--- config.mk ---
export PLATFORM = sky130hd
export DESIGN_NAME = unified_mem_arbiter
export DESIGN_NICKNAME = d
export VERILOG_FILES = /design/src/rtl/unified_mem_arbiter.sv
export SDC_FILE = /design/constraint.sdc
export NUM_CORES = 1
export LEC_CHECK = 0
export ABC_AREA = 1
export BUFFER_PORTS_ARGS = -buffer_cell sky130_fd_sc_hd__clkbuf_2
export CORE_AREA = 5 5 103 105
export DETAILED_ROUTE_END_ITERATION = 6
export DIE_AREA = 0 0 108 110
export GPL_TIMING_DRIVEN = 0
export PLACE_DENSITY = 0.62
export SYNTH_ARGS = -nofsm -noshare
export SYNTH_HDL_FRONTEND = slang
export SYNTH_SLANG_ARGS = --single-unit
--- constraint.sdc ---
create_clock -name clk_i -period 1.4 [get_ports clk_i]
set_clock_uncertainty 0.05 [all_clocks]
set_input_delay 0.07 -clock clk_i [delete_from_list [all_inputs] [get_ports clk_i]]
set_output_delay 0.07 -clock clk_i [all_outputs]
set_load 0.01 [all_outputs]
--- src/rtl/unified_mem_arbiter.sv ---
`default_nettype none
// ============================================================================
// Module : unified_mem_arbiter
// Brief  : Shares one single-port sync memory between fetch and data ports.
// Rev    : 1.0
// ============================================================================
module unified_mem_arbiter #(
  parameter int STARVE_MAX = 4,
  parameter int AW         = 30
) (
  input  logic          clk_i,
  input  logic          rst_i,
  input  logic          if_req_i,
  input  logic [31:0]   if_addr_i,
  output logic          if_gnt_o,
  output logic          if_rvalid_o,
  output logic [31:0]   if_rdata_o,
  input  logic          d_req_i,
  input  logic [31:0]   d_addr_i,
  input  logic [3:0]    d_wsel_byte_i,
  input  logic [31:0]   d_wdata_i,
  output logic          d_gnt_o,
  output logic          d_rvalid_o,
  output logic [31:0]   d_rdata_o,
  output logic          mem_ena_o,
  output logic          mem_read_o,
  output logic [AW-1:0] mem_addr_o,
  output logic [3:0]    mem_wsel_byte_o,
  output logic [31:0]   mem_wdata_o,
  input  logic [31:0]   mem_rdata_i
);

  localparam int CW = (STARVE_MAX > 0) ? $clog2(STARVE_MAX + 1) : 1;

  typedef enum logic [1:0] {
    ST_IDLE    = 2'd0,
    ST_RESP_IF = 2'd1,
    ST_RESP_D  = 2'd2
  } resp_state_e;

  resp_state_e   state_q, state_d;
  logic [CW-1:0] starve_cnt_q, starve_cnt_d;
  logic          if_rvalid_q, d_rvalid_q;
  logic          starved;
  logic          gnt_if, gnt_d;

  generate
    if (STARVE_MAX != 0) begin : g_starve
      assign starved = (starve_cnt_q == CW'(STARVE_MAX));
    end else begin : g_strict
      assign starved = 1'b0;
    end
  endgenerate

  // Address bits outside the word-address window are decoded elsewhere.
  logic unused_addr_lsbs;
  assign unused_addr_lsbs = ^{if_addr_i[1:0], d_addr_i[1:0]};

  generate
    if (AW < 30) begin : g_upper_unused
      logic unused_addr_msbs;
      assign unused_addr_msbs = ^{if_addr_i[31:AW+2], d_addr_i[31:AW+2]};
    end
  endgenerate

  always_comb begin
    gnt_if          = !rst_i && if_req_i && (!d_req_i || starved);
    gnt_d           = !rst_i && d_req_i && !gnt_if;
    mem_ena_o       = 1'b0;
    mem_read_o      = 1'b0;
    mem_addr_o      = '0;
    mem_wsel_byte_o = 4'b0000;
    mem_wdata_o     = 32'h0;
    if (gnt_if) begin
      mem_ena_o  = 1'b1;
      mem_read_o = 1'b1;
      mem_addr_o = if_addr_i[AW+1:2];
    end else if (gnt_d) begin
      mem_ena_o       = 1'b1;
      mem_read_o      = (d_wsel_byte_i == 4'b0000);
      mem_addr_o      = d_addr_i[AW+1:2];
      mem_wsel_byte_o = d_wsel_byte_i;
      mem_wdata_o     = d_wdata_i;
    end
  end

  always_comb begin
    starve_cnt_d = starve_cnt_q;
    if (!if_req_i || gnt_if) begin
      starve_cnt_d = '0;
    end else if (gnt_d && (starve_cnt_q != CW'(STARVE_MAX))) begin
      starve_cnt_d = starve_cnt_q + CW'(1);
    end
  end

  // Writes carry no response, so only read grants claim the return slot.
  always_comb begin
    state_d = ST_IDLE;
    if (gnt_if) begin
      state_d = ST_RESP_IF;
    end else if (gnt_d && (d_wsel_byte_i == 4'b0000)) begin
      state_d = ST_RESP_D;
    end
  end

  always_ff @(posedge clk_i or posedge rst_i) begin
    if (rst_i) begin
      state_q      <= ST_IDLE;
      starve_cnt_q <= '0;
      if_rvalid_q  <= 1'b0;
      d_rvalid_q   <= 1'b0;
    end else begin
      state_q      <= state_d;
      starve_cnt_q <= starve_cnt_d;
      if_rvalid_q  <= (state_d == ST_RESP_IF);
      d_rvalid_q   <= (state_d == ST_RESP_D);
    end
  end

  assign if_gnt_o    = gnt_if;
  assign d_gnt_o     = gnt_d;
  assign if_rvalid_o = if_rvalid_q;
  assign d_rvalid_o  = d_rvalid_q;
  assign if_rdata_o  = mem_rdata_i;
  assign d_rdata_o   = mem_rdata_i;

endmodule
`default_nettype wire

==> results_dict.tcl, run 1 <==
set metrics [dict create \
    core-area_um2 9550 \
    final_cell_mix "clkbuf_2, buf_4, nand3_1, nand2_1, inv_1" \
    drt-total-wl_um 8360 \
    place_congestion 0.785 \
    fin_crit_sh_pct 122 \
    fin_crit_ns 1.71 \
    ant_nets 0 \
    placed_area_um2 2890 \
    wl_per_cell_um 12.6 \
    netlist_area_um2 1540 \
    final_max_slew_viol_count 0 \
    clock-sinks 5 \
    cp.required_ns 1.28 \
    yosys_warnings 0 \
    rr_startpoint "starve_cnt_q[1]" \
    max_stage_delay_ns 0.36 \
    drt-vias-per-instance 3.81 \
    synth_area_per_cell_um2 5.49 \
    rsz0062_at_grt "yes" \
    startpoint_type "flop" \
    drcViolationCount 0 \
    cts_buffers 3 \
    r2r_slack_ns -0.03 \
    min_to "d_rvalid_o" \
    path_common_cell "nand2_4" \
    setup_viol_count_final 72 \
    grt_overflow 0 \
    grt_pass1_wl_um 11200 \
    antenna_cells 0 \
    hp-class "input port to flop" \
    cellPowerDensity_nw_per_um2 399 \
    grtUsageTotal_pct 11.6 \
    finalHoldViolCount 0 \
    vias 2540 \
    critPathKind "flop to primary output" \
    fp.dieW_um 108 \
    synth_fp_nets 419 \
    cts.clk_slew.worst_paths_ns 0.04 \
    dieArea_um2 11900 \
    setup-tns-final_ns -16.57 \
    htree_levels 1 \
    io_pins 272 \
    final_common_cell "clkbuf_2" \
    violations "setup timing" \
    synth.distinct_cells 14 \
    post-place-cells 649 \
    grt_max_degree 12 \
    status "finished with violations" \
    ir_worst_vdd_mv 0.247 \
    clock.fmax_mhz 585 \
    initial_core_util_pct 16.2 \
    area_growth_pct 120 \
    path_cells "inv_2, ha_4, nand2_4, nand2_4, nand2_4, nand2_4, buf_12, clkbuf_16, nor2_1, buf_2" \
    die_h_um 110 \
    cp_slowest_cell "dfrtp_1" \
    path_max_fanout 7 \
    port_buffers 235 \
    holdWs_ns 0.101 \
    root_buffer "clkbuf_8" \
    synth.top_cell.area_share_pct 31.6 \
    final_cells 666 \
    total_power_w 0.00136 \
    critPathCaptureType "primary output" \
    cts_tree "built" \
    hpwl_um 7100 \
    rows 36 \
    synthTopCellsByArea "buf_4, nand3_1, nand2_1, inv_1, nor2_1" \
    worst_pin_slew_ns 0.329 \
    synth_cells 281 \
    ys_seq_area_share_pct 8.10 \
    synth_seq_cells 5 \
    dr.pass1.iters 4 \
    fin_ws_ns -0.310 \
    drt_iter0_markers 61 \
    max_cap_violations 0 \
    cp.arrival_ns 1.59 \
    worstRegToRegCells 10 \
    synth_top_area_cell "buf_4" \
    r2r_end "starve_cnt_q[2]" \
    drive_above_1_share_pct 68.9 \
    clk_latency_ns 0.22 \
    leakage_nw 2.26 \
    fin_area_um2 3400 \
    worst_slew_margin_rel_pct 78.0 \
    antenna_found_initial 0 \
    grt_pass1_vias 2374 \
    hp-start "d_wsel_byte_i[0]" \
    cts_buffer_depth 2 \
    nNetsFinal 672 \
    hold_depth 4 \
]
==> power breakdown <==
part	internal (W)	total, W	switching [W]
combinational	0.000494	0.000934	0.000441
clock	0.000196	0.000272	0.0000760
sequential	0.000149	0.000151	0.00000210
==> critical path, delay by kind of cell, from the launching register on <==
kind / cells / cell delay [ns]
adders and majority gates: 1 / 0.16
buffers and inverters: 4 / 0.48
DFF: 1 / 0.36
and+or+nand+nor: 5 / 0.34
==> cell type report <==
class / instances / area, um^2
well taps: 133 / 166
repair buffers: 249 / 1430
plain buffers: 79 / 614
clock buffers: 4 / 45.0
flip-flops and latches: 5 / 125
multi-input cells: 152 / 856
fillers: 1082 / 6150
inverters: 44 / 168
==> sequential cells by signal, indices dropped and copies added, names as in the netlist <==
signal        cells
if_rvalid_o       1
d_rvalid_o        1
starve_cnt_q      3
==> per-stage QoR <==
step	utilization (%)	setup WS (ns)
after global placement	30.2	-0.388
after floorplan	-	-0.0332
final	35.6	-0.310
after detailed placement	30.2	-0.390
after CTS	33.1	-0.313
after global routing	35.6	-0.373
==> synthesized netlist by cell type <==
master   instances
nand2_1         45
nor2_2           1
buf_2           13
dfrtp_1          5
buf_4           65
nand2_2          2
nand3_1         61
ha_1             2
nor2_1          39
inv_2            3
xor2_1           1
inv_1           41
o21ai_0          1
buf_6            2
==> logic make-up (layout without fill, tap and decap cells) <==
family / after synthesis / after routing / share of synthesized area, %
and+or+nand+nor: 148 / 148 / 41.4
buffers and inverters: 124 / 376 / 48.0
DFF: 5 / 5 / 8.10
adders and majority gates: 2 / 2 / 1.62
AOI/OAI and AO/OA: 1 / 1 / 0.324
xor gates and xnor gates: 1 / 1 / 0.567
==> metal layers <==
metal,vias to the layer above,track usage (%),routed length (um)
met4,0,0.812,12
met1,1099,13.8,3220
met5,-,0,0
li1,1289,-,-
met3,2,2.15,792
met2,150,22.6,4330
==> worst max path at each step <==
stage,start,endpoint,slack [ns],depth (start not counted)
3_5_place_dp,starve_cnt_q[0],mem_wdata_o[22],-0.39,10
4_1_cts,starve_cnt_q[0],mem_wdata_o[17],-0.31,10
6_report,starve_cnt_q[1],mem_wdata_o[18],-0.31,10
2_1_floorplan,starve_cnt_q[0],mem_wdata_o[22],-0.03,9
3_3_place_gp,starve_cnt_q[0],mem_wdata_o[22],-0.39,10
5_1_grt,starve_cnt_q[1],mem_wdata_o[21],-0.37,10
==> timing repair <==
action	in CTS	in global routing
gates resized for setup	41	75
gates cloned	1	1
hold buffers	1	0
setup buffers	8	3
endpoints found under the hold margin	5	0
endpoints found under the setup margin	71	73
pin swaps	3	2
Note: power is estimated with default switching activity, not from simulation.
==> run 2, diff against run 1 <==
- clock period: 1.4 -> 1.5 ns (I/O delays scaled with it)
==> results_dict.tcl, run 2 (synthesized netlist as in run 1, its figures left out) <==
set metrics [dict create \
    antenna_cells 0 \
    max_stage_delay_ns 0.36 \
    final_max_slew_viol_count 0 \
    path_cells "inv_2, ha_4, nand2_4, nand2_4, nand2_4, nand2_4, buf_12, clkbuf_16, nor2_1, buf_2" \
    wl_per_cell_um 12.5 \
    antenna_found_initial 0 \
    root_buffer "clkbuf_8" \
    drt-total-wl_um 8350 \
    final_cells 666 \
    nNetsFinal 672 \
    fin_ws_ns -0.216 \
    ant_nets 0 \
    intPower_w 0.000783 \
    place_congestion 0.785 \
    hpwl_um 7100 \
    met2_usage_pct 22.6 \
    comb_power_share_pct 68.8 \
    utilization_pct 35.6 \
    worst-path-buf-inv 4 \
    grt_pass1_wl_um 11200 \
    cts.clk_slew.worst_paths_ns 0.04 \
    pre_cts_slack_ns -0.295 \
    cts_tree "built" \
    grt_max_degree 12 \
    largest_reg_flops 3 \
    dr.pass1.iters 4 \
    core-area_um2 9550 \
    switching_share_pct 38.2 \
    fin_crit_ns 1.72 \
    grtUsageTotal_pct 11.6 \
    drt_iter0_markers 65 \
    cts_buffer_depth 2 \
    rsz0062_at_grt "yes" \
    critPathCaptureType "primary output" \
    clock.fmax_mhz 583 \
    path_common_cell "nand2_4" \
    pwr-share-seq_pct 11.1 \
    dieArea_um2 11900 \
    hp-class "input port to flop" \
    vias 2536 \
    worst_slew_margin_rel_pct 78.0 \
    drcViolationCount 0 \
    clk_latency_ns 0.22 \
    rows 36 \
    clock-sinks 5 \
    gr-usage-met3_pct 2.15 \
    ir_worst_vdd_mv 0.230 \
    max_cap_violations 0 \
    fin_crit_sh_pct 114 \
    cp_slowest_cell "dfrtp_1" \
    final_cell_mix "clkbuf_2, buf_4, nand3_1, nand2_1, inv_1" \
    post-place-cells 649 \
    drt-vias-per-instance 3.81 \
    initial_core_util_pct 16.2 \
    top_usage_layer "met2" \
    critPathKind "flop to primary output" \
    crit_family "buffers and inverters" \
    finalHoldViolCount 0 \
    drive_above_1_share_pct 68.9 \
    startpoint_type "flop" \
    grt_overflow 0 \
    path_max_fanout 7 \
    final_common_cell "clkbuf_2" \
    area_growth_pct 120 \
    violations "setup timing" \
    cp.required_ns 1.37 \
    die_h_um 110 \
    power_switching_w 0.000484 \
    cellPowerDensity_nw_per_um2 372 \
    io_pins 272 \
    leakage_nw 2.26 \
    port_buffers 235 \
    use_met1_pct 13.8 \
    setup-tns-final_ns -9.93 \
    htree_levels 1 \
    grt_pass1_vias 2374 \
    top_register "starve_cnt_q" \
    power.share.clock_pct 20.0 \
    fp.dieW_um 108 \
    status "finished with violations" \
    cp.arrival_ns 1.59 \
    worst_pin_slew_ns 0.329 \
    setup_viol_count_final 69 \
    cts_buffers 3 \
]
## run 2: cell counts in the layout (fill, tap and decap cells not counted)
No cell type changed its count.
## run 2: per-layer routing
layer	vias up	part of all wire (%)	routed length [um]
met5	-	0	0
met4	0	0.14	12
met2	150	52	4330
met3	2	9.7	807
met1	1095	38	3200
li1	1289	-	-
## run 2: final timing paths
| check | startpoint | to | slack (ns) | depth (start not counted) |
|---|---|---|---|---|
| worst max-delay path | starve_cnt_q[1] | mem_wdata_o[18] | -0.22 | 10 |
| worst min-delay path | d_wsel_byte_i[0] | d_rvalid_o | 0.11 | 4 |
| worst max register to register | starve_cnt_q[1] | starve_cnt_q[2] | 0.07 | 10 |
| worst min register to register | starve_cnt_q[2] | starve_cnt_q[2] | 0.53 | 2 |
| max in group asynchronous | rst_i | starve_cnt_q[0] | 0.89 | 3 |
| min in group asynchronous | rst_i | if_rvalid_o | 0.30 | 3 |
## run 2: final cells by class
type / instances / area, um^2
repair buffers: 249 / 1430
inverters: 44 / 168
clock buffers: 4 / 45.0
well taps: 133 / 166
multi-input cells: 152 / 856
fillers: 1082 / 6150
flip-flops and latches: 5 / 125
plain buffers: 79 / 614
## run 2: metrics by stage
stage                     area (um^2)  total power [W]  hold slack (ns)
final                            3400          0.00127            0.107
after global routing             3400          0.00136            0.153
after CTS                        3160          0.00122            0.107
after detailed placement         2890         0.000894          -0.0611
after global placement           2890         0.000890          -0.0650
after floorplan                  1540         0.000535           -0.215
## run 2: tightest hold or removal path: stages
cell	delay, ns
clkbuf_2	0.09
nor2_1	0.04
nand3_1	0.08
nor2_1	0.05
## run 2: repair_timing
item | CTS | global route
hold endpoints to repair | 5 | 0
hold buffers | 1 | 0
setup endpoints to repair | 70 | 69
buffers inserted | 8 | 3
gates cloned | 1 | 1
pin swaps | 3 | 2
gates resized for setup | 41 | 75
## run 2: power by group through the flow
stage / clock network, W / logic (W) / registers [W]
after floorplan: 0 / 0.000392 / 0.000143
after global placement: 0 / 0.000747 / 0.000143
after detailed placement: 0 / 0.000751 / 0.000143
after CTS: 0.000259 / 0.000819 / 0.000141
after global routing: 0.000274 / 0.000949 / 0.000141
final: 0.000253 / 0.000872 / 0.000141
